===== config.mk =====
export PLATFORM = sky130hd
export DESIGN_NAME = dcache_responder_flat
export DESIGN_NICKNAME = d
export VERILOG_FILES = /design/src/rtl/dcache_responder_if.sv /design/src/rtl/dcache_responder.sv /design/src/flat_wrapper.sv
export SDC_FILE = /design/constraint.sdc
export NUM_CORES = 1
export LEC_CHECK = 0
export CAP_MARGIN = 20
export CORE_MARGIN = 4
export CORE_UTILIZATION = 55
export CTS_CLUSTER_SIZE = 28
export DETAILED_ROUTE_END_ITERATION = 12
export PLACE_DENSITY = 0.76
export RECOVER_POWER = 25
export SETUP_SLACK_MARGIN = 0.5
export SYNTH_ARGS = -nofsm -noshare
export SYNTH_HDL_FRONTEND = slang
export SYNTH_SLANG_ARGS = --single-unit

===== constraint.sdc =====
create_clock -name clk -period 14.5 [get_ports clk]
set_input_delay 2.9 -clock clk [delete_from_list [all_inputs] [get_ports clk]]
set_output_delay 2.9 -clock clk [all_outputs]
set_load 0.005 [all_outputs]

===== src/rtl/dcache_responder_if.sv =====
// Core-side EX/MEM request bus and backing-memory req/ack bus of the data cache.
interface dcache_responder_if;
    logic [31:0] exmem_alu_output;
    logic        exmem_memread;
    logic        exmem_memwrite;
    logic [31:0] exmem_write_data;
    logic [31:0] read_data_from_dcache;
    logic        dcache_stall;
    logic        mem_req;
    logic        mem_we;
    logic [31:0] mem_addr;
    logic [31:0] mem_wdata;
    logic [31:0] mem_rdata;
    logic        mem_ack;

    modport slave (
        input  exmem_alu_output, exmem_memread, exmem_memwrite, exmem_write_data,
        input  mem_rdata, mem_ack,
        output read_data_from_dcache, dcache_stall,
        output mem_req, mem_we, mem_addr, mem_wdata
    );

    modport master (
        output exmem_alu_output, exmem_memread, exmem_memwrite, exmem_write_data,
        output mem_rdata, mem_ack,
        input  read_data_from_dcache, dcache_stall,
        input  mem_req, mem_we, mem_addr, mem_wdata
    );
endinterface


===== src/rtl/dcache_responder.sv =====
// Direct-mapped, write-through, no-write-allocate data cache with a stall to the core
// and a single-outstanding req/ack port to backing memory.
module dcache_responder #(
    parameter int unsigned INDEX_BITS  = 4,
    parameter int unsigned MEM_TIMEOUT = 0
) (
    input logic             clk,
    input logic             reset,
    dcache_responder_if.slave bus
);
    localparam int unsigned Lines   = 1 << INDEX_BITS;
    localparam int unsigned TagBits = 30 - INDEX_BITS;

    if (MEM_TIMEOUT != 0) begin : g_timeout_unsupported
        $error("dcache_responder: MEM_TIMEOUT other than 0 is not implemented");
    end

    typedef enum logic [1:0] {StIdle, StFill, StWrite, StWdone} state_e;

    state_e                  r_state;
    state_e                  w_state_next;
    logic [Lines-1:0]        r_valid;
    logic [TagBits-1:0]      r_tag_ram  [Lines];
    logic [31:0]             r_data_ram [Lines];
    logic                    r_mem_req;
    logic                    r_mem_we;
    logic [31:0]             r_mem_addr;
    logic [31:0]             r_mem_wdata;

    logic [INDEX_BITS-1:0]   w_index;
    logic [TagBits-1:0]      w_tag;
    logic [INDEX_BITS-1:0]   w_fill_index;
    logic [TagBits-1:0]      w_fill_tag;
    logic                    w_hit;
    logic                    w_stall;
    logic [31:0]             w_rdata;
    logic                    w_issue_rd;
    logic                    w_issue_wr;
    logic                    w_done;
    logic                    w_unused;

    assign w_index      = bus.exmem_alu_output[INDEX_BITS+1:2];
    assign w_tag        = bus.exmem_alu_output[31:INDEX_BITS+2];
    // The fill target comes from the registered request, not the live core address.
    assign w_fill_index = r_mem_addr[INDEX_BITS+1:2];
    assign w_fill_tag   = r_mem_addr[31:INDEX_BITS+2];
    assign w_hit        = r_valid[w_index] && (r_tag_ram[w_index] == w_tag);
    assign w_done       = bus.mem_ack && ((r_state == StFill) || (r_state == StWrite));
    assign w_unused     = ^bus.exmem_alu_output[1:0];

    always_comb begin
        w_state_next = r_state;
        w_stall      = 1'b0;
        w_rdata      = '0;
        w_issue_rd   = 1'b0;
        w_issue_wr   = 1'b0;
        unique case (r_state)
            StIdle: begin
                if (bus.exmem_memwrite) begin
                    w_stall      = 1'b1;
                    w_issue_wr   = 1'b1;
                    w_state_next = StWrite;
                end else if (bus.exmem_memread) begin
                    if (w_hit) begin
                        w_rdata = r_data_ram[w_index];
                    end else begin
                        w_stall      = 1'b1;
                        w_issue_rd   = 1'b1;
                        w_state_next = StFill;
                    end
                end
            end
            StFill: begin
                w_stall = 1'b1;
                if (bus.mem_ack) w_state_next = StIdle;
            end
            StWrite: begin
                w_stall = 1'b1;
                if (bus.mem_ack) w_state_next = StWdone;
            end
            StWdone: begin
                w_state_next = StIdle;
            end
        endcase
    end

    // Reset forces the core-facing outputs low even while a request is still presented.
    assign bus.dcache_stall          = w_stall & reset;
    assign bus.read_data_from_dcache = w_rdata & {32{reset}};
    assign bus.mem_req               = r_mem_req;
    assign bus.mem_we                = r_mem_we;
    assign bus.mem_addr              = r_mem_addr;
    assign bus.mem_wdata             = r_mem_wdata;

    always_ff @(posedge clk or negedge reset) begin
        if (!reset) begin
            r_state     <= StIdle;
            r_valid     <= '0;
            r_mem_req   <= 1'b0;
            r_mem_we    <= 1'b0;
            r_mem_addr  <= '0;
            r_mem_wdata <= '0;
        end else begin
            r_state <= w_state_next;
            if (w_issue_rd || w_issue_wr) begin
                r_mem_req  <= 1'b1;
                r_mem_we   <= w_issue_wr;
                r_mem_addr <= {bus.exmem_alu_output[31:2], 2'b00};
                if (w_issue_wr) r_mem_wdata <= bus.exmem_write_data;
            end else if (w_done) begin
                r_mem_req <= 1'b0;
                r_mem_we  <= 1'b0;
            end
            if (w_done && (r_state == StFill)) r_valid[w_fill_index] <= 1'b1;
        end
    end

    always_ff @(posedge clk) begin
        if (w_done && (r_state == StFill)) begin
            r_data_ram[w_fill_index] <= bus.mem_rdata;
            r_tag_ram[w_fill_index]  <= w_fill_tag;
        end else if (w_issue_wr && w_hit) begin
            r_data_ram[w_index] <= bus.exmem_write_data;
        end
    end
endmodule


===== src/flat_wrapper.sv =====
// flat-port wrapper written by rule: the top's interface ports become plain ports
module dcache_responder_flat 
#(
    parameter int unsigned INDEX_BITS  = 4,
    parameter int unsigned MEM_TIMEOUT = 0
)
  (clk, reset, bus_exmem_alu_output, bus_exmem_memread, bus_exmem_memwrite, bus_exmem_write_data, bus_mem_rdata, bus_mem_ack, bus_read_data_from_dcache, bus_dcache_stall, bus_mem_req, bus_mem_we, bus_mem_addr, bus_mem_wdata);
  dcache_responder_if bus_i ();
  input logic clk;
  input logic reset;
  input wire logic [$bits(bus_i.exmem_alu_output)-1:0] bus_exmem_alu_output;
  input wire logic [$bits(bus_i.exmem_memread)-1:0] bus_exmem_memread;
  input wire logic [$bits(bus_i.exmem_memwrite)-1:0] bus_exmem_memwrite;
  input wire logic [$bits(bus_i.exmem_write_data)-1:0] bus_exmem_write_data;
  input wire logic [$bits(bus_i.mem_rdata)-1:0] bus_mem_rdata;
  input wire logic [$bits(bus_i.mem_ack)-1:0] bus_mem_ack;
  output wire logic [$bits(bus_i.read_data_from_dcache)-1:0] bus_read_data_from_dcache;
  output wire logic [$bits(bus_i.dcache_stall)-1:0] bus_dcache_stall;
  output wire logic [$bits(bus_i.mem_req)-1:0] bus_mem_req;
  output wire logic [$bits(bus_i.mem_we)-1:0] bus_mem_we;
  output wire logic [$bits(bus_i.mem_addr)-1:0] bus_mem_addr;
  output wire logic [$bits(bus_i.mem_wdata)-1:0] bus_mem_wdata;
  assign bus_i.exmem_alu_output = bus_exmem_alu_output;
  assign bus_i.exmem_memread = bus_exmem_memread;
  assign bus_i.exmem_memwrite = bus_exmem_memwrite;
  assign bus_i.exmem_write_data = bus_exmem_write_data;
  assign bus_i.mem_rdata = bus_mem_rdata;
  assign bus_i.mem_ack = bus_mem_ack;
  assign bus_read_data_from_dcache = bus_i.read_data_from_dcache;
  assign bus_dcache_stall = bus_i.dcache_stall;
  assign bus_mem_req = bus_i.mem_req;
  assign bus_mem_we = bus_i.mem_we;
  assign bus_mem_addr = bus_i.mem_addr;
  assign bus_mem_wdata = bus_i.mem_wdata;
  dcache_responder #(.INDEX_BITS(INDEX_BITS), .MEM_TIMEOUT(MEM_TIMEOUT)) u_core (.clk(clk), .reset(reset), .bus(bus_i));
endmodule

==> flow_metrics.py, run 1 <==
metrics = {
    "outcome": {
        "status": "finished with violations",
        "violations": "capacitance limit, slew limit",
    },
    "sta": {
        "fin_ws_ns": 2.16,
        "setup_viol": 0,
        "fin_tns_setup_ns": 0,
        "worst-slew-pin-transition_ns": 4.69,
        "fmax_mhz": 81.0,
        "period_needed_ns": 12.34,
        "slew_headroom_pct": -213,
        "fin_crit_sh_pct": 85.1,
        "skew_ns": 0.0337,
        "finalHoldViolCount": 0,
        "rsz0062_at_grt": "false",
        "finalMaxSlewViolations": 191,
    },
    "clock_tree": {
        "hold_buffers": 0,
        "cts_htree_levels": 3,
        "clock_latency_ns": 0.66,
        "clock_path_buffers": 3,
        "cts_resized": 0,
        "cts_tree": "done",
        "clkSinkCount": 1010,
        "numCtsBuffers": 98,
        "path_clk_slew_ns": 0.06,
        "post_cts_buffers": 0,
        "cts-root-buf": "clkbuf_16",
    },
    "layout": {
        "areaGrowthSynthToFinish_pct": 15.8,
        "final_cell_area_sq_um": 46800,
        "final_nets": 2305,
        "layout_commonest_cell": "edfxtp_1",
        "layout_common_cells": "edfxtp_1, mux4_2, clkdlybuf4s50_1",
        "drive_gt1_share_pct": 23.5,
        "final_cells": 3243,
    },
    "pwr": {
        "p_total_mw": 7.13,
        "power.density_nw_per_um2": 152,
        "power_leakage_nw": 15.4,
        "ir_drop_mv": 0.101,
    },
    "global_routing": {
        "grt_max_degree": 103,
        "antenna_found_initial": 4,
        "grt_first_pass_wirelength_um": 145000,
        "gr-total-overflow": 0,
        "first_global_vias": 21900,
        "grtUsageTotal_pct": 25.1,
    },
    "detailed_routing": {
        "drc": 0,
        "drtAntennaViolNets": 0,
        "drtIter0Drc": 2596,
        "via_count": 21200,
        "wl_um": 97700,
        "wl_per_cell_um": 30.1,
        "viasPerCell": 6.53,
        "dr.pass1.iters": 5,
    },
    "floorplan": {
        "start_util_pct": 55.4,
        "die_x_um": 279,
        "coreArea_sq_um": 72800,
        "num_rows": 99,
        "die_h_um": 279,
        "dieArea_sq_um": 77800,
        "ios": 200,
    },
    "worst_setup_path": {
        "crit_type": "in2out",
        "crit_required_ns": 11.60,
        "path_max_fanout": 67,
        "crit_path_end_kind": "output port",
        "crit_arrival_ns": 9.44,
        "startpoint_type": "input port",
    },
    "run": {
        "maxCapViolations": 4,
    },
    "min_path": {
        "worstHoldPathType": "reg2reg",
    },
    "synthesis": {
        "syn_area_per_cell_sq_um": 20.5,
        "synthDistinctLibCells": 63,
        "yosys_warnings": 0,
        "ys.flop_type": "edfxtp_1",
        "synth_edf_count": 928,
        "netlist_area_sq_um": 40400,
        "synthCells": 1971,
        "seq_area_frac_synth_pct": 74.1,
        "yosys_register_bits": 1010,
        "synthArstFlopShare_pct": 8.12,
    },
    "placed_design": {
        "hpwlAfterDp_um": 51500,
        "place_ws_ns": 3.52,
        "place_area_sq_um": 43500,
        "dp_cells": 3057,
        "finalWeightedCongestion": 0.797,
        "portBuffers": 195,
    },
}
-- cells in the mapped netlist, drive strengths merged (13+ instances only) --
cell type / number / share of area, %
and2: 38 / 0.59
a22oi: 40 / 0.74
or2: 17 / 0.26
nand4bb: 30 / 0.84
edfxtp: 928 / 69
o21ai: 13 / 0.16
mux4: 258 / 14
nand2: 117 / 1.1
mux2i: 66 / 1.6
mux2: 34 / 0.95
nand3: 34 / 0.42
clkbuf: 58 / 0.54
nor2: 25 / 0.23
dfrtp: 82 / 5.1
a31o: 18 / 0.39
buf: 62 / 0.89
o211ai: 33 / 0.61
-- logic make-up after synthesis --
logic type                 synth area share [%]
AOI/OAI and AO/OA                          2.56
DFF                                        74.1
muxes                                      17.0
xor gates and xnor gates                  0.521
and+or+nand+nor                            4.21
other                                   0.00929
buffers and inverters                      1.51
adders and majority gates                 0.124
-- worst max-delay path, cell delays in order --
cell and delay [ns]:
dlygate4sd3_1 0.55, clkbuf_1 1.34, and2_0 3.49, nor2_1 0.05
a21oi_1 0.48, clkdlybuf4s50_1 0.59
-- through the flow --
| step | util, % | hold WS (ns) |
|---|---|---|
| final | 64.2 | 0.467 |
| after global routing | 64.2 | 0.487 |
| after CTS | 64.2 | 0.470 |
| after detailed placement | 59.7 | 0.454 |
| after global placement | 59.7 | 0.446 |
| after floorplan | - | 0.434 |
-- layout make-up --
class	count	area, sq um
antenna	3	7.51
clock buffer	121	2600
clock inverter	60	642
fill	4679	26100
inverter	8	32.5
multi-input combinational	834	9990
sequential	1010	29900
tap	959	1200
timing repair buffer	248	2390
-- sequential cells by signal, summed over array words and instances, names as in the netlist --
register and cells:
u_core.bus.mem_wdata 32, u_core.bus.mem_addr 30, u_core.r_data_ram 512, u_core.r_tag_ram 416
u_core.bus.mem_req 1, u_core.bus.mem_we 1, u_core.r_state 2, u_core.r_valid 16
-- where the power goes --
part / switching, mW / total (mW) / internal (mW)
combinational: 0.422 / 0.808 / 0.386
sequential: 0.257 / 3.76 / 3.50
clock: 1.07 / 2.56 / 1.49
-- worst paths after layout --
kind | endpoint | slack [ns] | start | depth (start not counted)
worst max register to register | u_core.r_data_ram[15][24]$_DFFE_PP_ | 6.77 | u_core.r_state[0]$_DFFE_PN0P_ | 9
min in group asynchronous | u_core.bus.mem_wdata[13]$_DFFE_PN0P_ | 3.34 | reset | 1
max in group asynchronous | u_core.bus.mem_wdata[27]$_DFFE_PN0P_ | 7.70 | reset | 2
worst min-delay path | u_core.r_valid[10]$_DFFE_PN0P_ | 0.47 | u_core.r_valid[10]$_DFFE_PN0P_ | 1
worst min register to register | u_core.r_valid[10]$_DFFE_PN0P_ | 0.47 | u_core.r_valid[10]$_DFFE_PN0P_ | 1
worst max-delay path | bus_dcache_stall | 2.16 | bus_exmem_memwrite | 6
-- routing by layer --
metal,share of wire (%),track usage (%)
met5,0.013,0
met2,50,40.4
met4,3.1,8.34
met1,38,35.3
met3,9.0,5.14
Power figures use the tool's default switching activity.
==> inputs of run 2 (changes only) <==
Settings changed: CELL_PAD_IN_SITES_DETAIL_PLACEMENT set to 1, CELL_PAD_IN_SITES_GLOBAL_PLACEMENT set to 1, PLACE_DENSITY 0.76 to 0.84, RECOVER_POWER 25 to 50.
==> flow_metrics.py, run 2 (synthesis gave the netlist of run 1 again) <==
metrics = {
    "outcome": {
        "status": "finished with violations",
        "violations": "capacitance limit, slew limit",
    },
    "global_routing": {
        "grt_max_degree": 72,
        "grt_first_pass_wirelength_um": 170000,
        "antenna_found_initial": 2,
        "gr-total-overflow": 0,
        "first_global_vias": 23900,
        "grtUsageTotal_pct": 30.3,
    },
    "layout": {
        "drive_gt1_share_pct": 22.0,
        "final_nets": 2305,
        "final_cell_area_sq_um": 46400,
        "fill_cells": 5900,
        "areaGrowthSynthToFinish_pct": 15.0,
        "regMostFlops": "u_core.r_data_ram",
        "multiInputGateArea_sq_um": 9890,
        "layout_commonest_cell": "edfxtp_1",
        "seqCellArea_sq_um": 29900,
        "largest_reg_flops": 512,
        "layout_common_cells": "edfxtp_1, mux4_2, clkdlybuf4s50_1",
    },
    "sta": {
        "rsz0062_at_grt": "false",
        "finalMaxSlewViolations": 603,
        "fin_crit_sh_pct": 79.3,
        "timing.hold.ws_ns": 0.466,
        "fmax_mhz": 86.9,
        "finalHoldViolCount": 0,
        "setup_viol": 0,
        "slew_headroom_pct": -252,
        "fin_tns_setup_ns": 0,
        "fin_ws_ns": 2.99,
        "worst-slew-pin-transition_ns": 5.28,
        "period_needed_ns": 11.51,
        "skew_ns": 0.0315,
    },
    "pwr": {
        "p_sw_share_pct": 26.0,
        "p_clk_share_pct": 35.2,
        "internal_power_mw": 5.26,
        "p_seq_share_pct": 53.1,
        "p_sw_mw": 1.85,
        "power_frac_comb_pct": 11.7,
        "power.density_nw_per_um2": 153,
        "ir_drop_mv": 0.0865,
        "power_leakage_nw": 15.3,
    },
    "min_path": {
        "hold_end": "u_core.r_valid[5]$_DFFE_PN0P_",
        "holdPathStages": 1,
        "worstHoldPathType": "reg2reg",
        "hold_start": "u_core.r_valid[5]$_DFFE_PN0P_",
    },
    "clock_tree": {
        "path_clk_slew_ns": 0.06,
        "post_cts_buffers": 0,
        "cts_htree_levels": 3,
        "cts_resized": 0,
        "cts-root-buf": "clkbuf_16",
        "clock_path_buffers": 3,
        "cts_tree": "done",
        "clkSinkCount": 1010,
        "clock_latency_ns": 0.67,
        "numCtsBuffers": 98,
        "hold_buffers": 0,
    },
    "worst_setup_path": {
        "reg2reg_depth": 9,
        "r2r_slack_ns": 6.17,
        "worstReg2RegEnd": "u_core.r_data_ram[13][22]$_DFFE_PP_",
        "crit_path_end_kind": "output port",
        "rr_startpoint": "u_core.r_state[0]$_DFFE_PN0P_",
        "startpoint_type": "input port",
        "cp_slowest_cell": "and2_0",
        "crit_required_ns": 11.60,
        "max_stage_delay_ns": 3.82,
        "crit_chain": "dlygate4sd3_1, buf_4, and2_0, nor2_1, a21oi_1, clkdlybuf4s50_1",
        "path_max_fanout": 67,
        "crit_type": "in2out",
        "crit_arrival_ns": 8.61,
        "path_delay_family": "simple AND/OR/NAND/NOR gates",
        "cp_num_buf_inv": 3,
    },
    "placed_design": {
        "place_area_sq_um": 43500,
        "hpwlAfterDp_um": 58800,
        "finalWeightedCongestion": 0.757,
        "portBuffers": 195,
        "place_ws_ns": 3.31,
    },
    "detailed_routing": {
        "drtIter0Drc": 3198,
        "dr.pass1.iters": 7,
        "wl_per_cell_um": 36.1,
        "drc": 0,
        "via_count": 22400,
        "viasPerCell": 6.91,
        "wl_um": 117000,
        "drtAntennaViolNets": 0,
    },
    "floorplan": {
        "die_h_um": 279,
        "die_x_um": 279,
        "dieArea_sq_um": 77800,
        "start_util_pct": 55.4,
        "num_rows": 99,
        "ios": 200,
        "coreArea_sq_um": 72800,
    },
    "run": {
        "maxCapViolations": 19,
    },
}
## run 2: per-stage QoR
step                utilization (%)  instances  power [mW]
global placement               59.7       3058        4.55
global route                   63.8       3241        7.35
CTS                            64.0       3240        7.16
finish                         63.8       3242        7.11
floorplan                         -       1972        4.12
detailed placement             59.7       3058        4.65
## run 2: cell type report
type                       instances  area share (%)
multi-input combinational        834            21.3
sequential                      1010            64.4
inverter                           8          0.0700
timing repair buffer             248            4.96
antenna                            1         0.00539
clock buffer                     129            5.84
tap                              959            2.58
clock inverter                    53           0.830
## run 2: power groups by stage
stage	clock [mW]	sequential [mW]	combinational (mW)
after global placement	0	3.76	0.782
final	2.50	3.77	0.834
after CTS	2.52	3.77	0.870
after global routing	2.66	3.80	0.884
after detailed placement	0	3.82	0.837
after floorplan	0	3.72	0.401
## run 2: how the worst max path moves through the flow
stage | start | to | slack, ns | depth (start not counted)
finish | bus_exmem_memwrite | bus_dcache_stall | 2.99 | 6
global route | bus_exmem_memwrite | bus_dcache_stall | 2.61 | 6
CTS | bus_exmem_alu_output[2] | bus_read_data_from_dcache[15] | 3.23 | 12
detailed placement | bus_exmem_alu_output[2] | bus_read_data_from_dcache[15] | 3.31 | 12
global placement | bus_exmem_alu_output[2] | bus_read_data_from_dcache[15] | 3.49 | 12
floorplan | bus_exmem_alu_output[2] | bus_read_data_from_dcache[0] | 5.61 | 10
## run 2: worst reg2reg max path: cells and delay by family, from the launching register on
kind / cells / cell delay, ns
and+or+nand+nor: 3 / 4.98
buffers and inverters: 4 / 1.99
DFF: 1 / 0.42
AOI/OAI and AO/OA: 1 / 0.30
adders and majority gates: 1 / 0.22
## run 2: layer usage
metal  up-vias  part of all wire [%]  wire, um  track usage (%)
met4         0                   4.1      4760             12.2
met5         -                     0         0                0
met1     11700                    35     40700             39.6
met3       364                    10     12200             6.30
li1       8596                     -         -                -
met2      1736                    51     59400             50.7
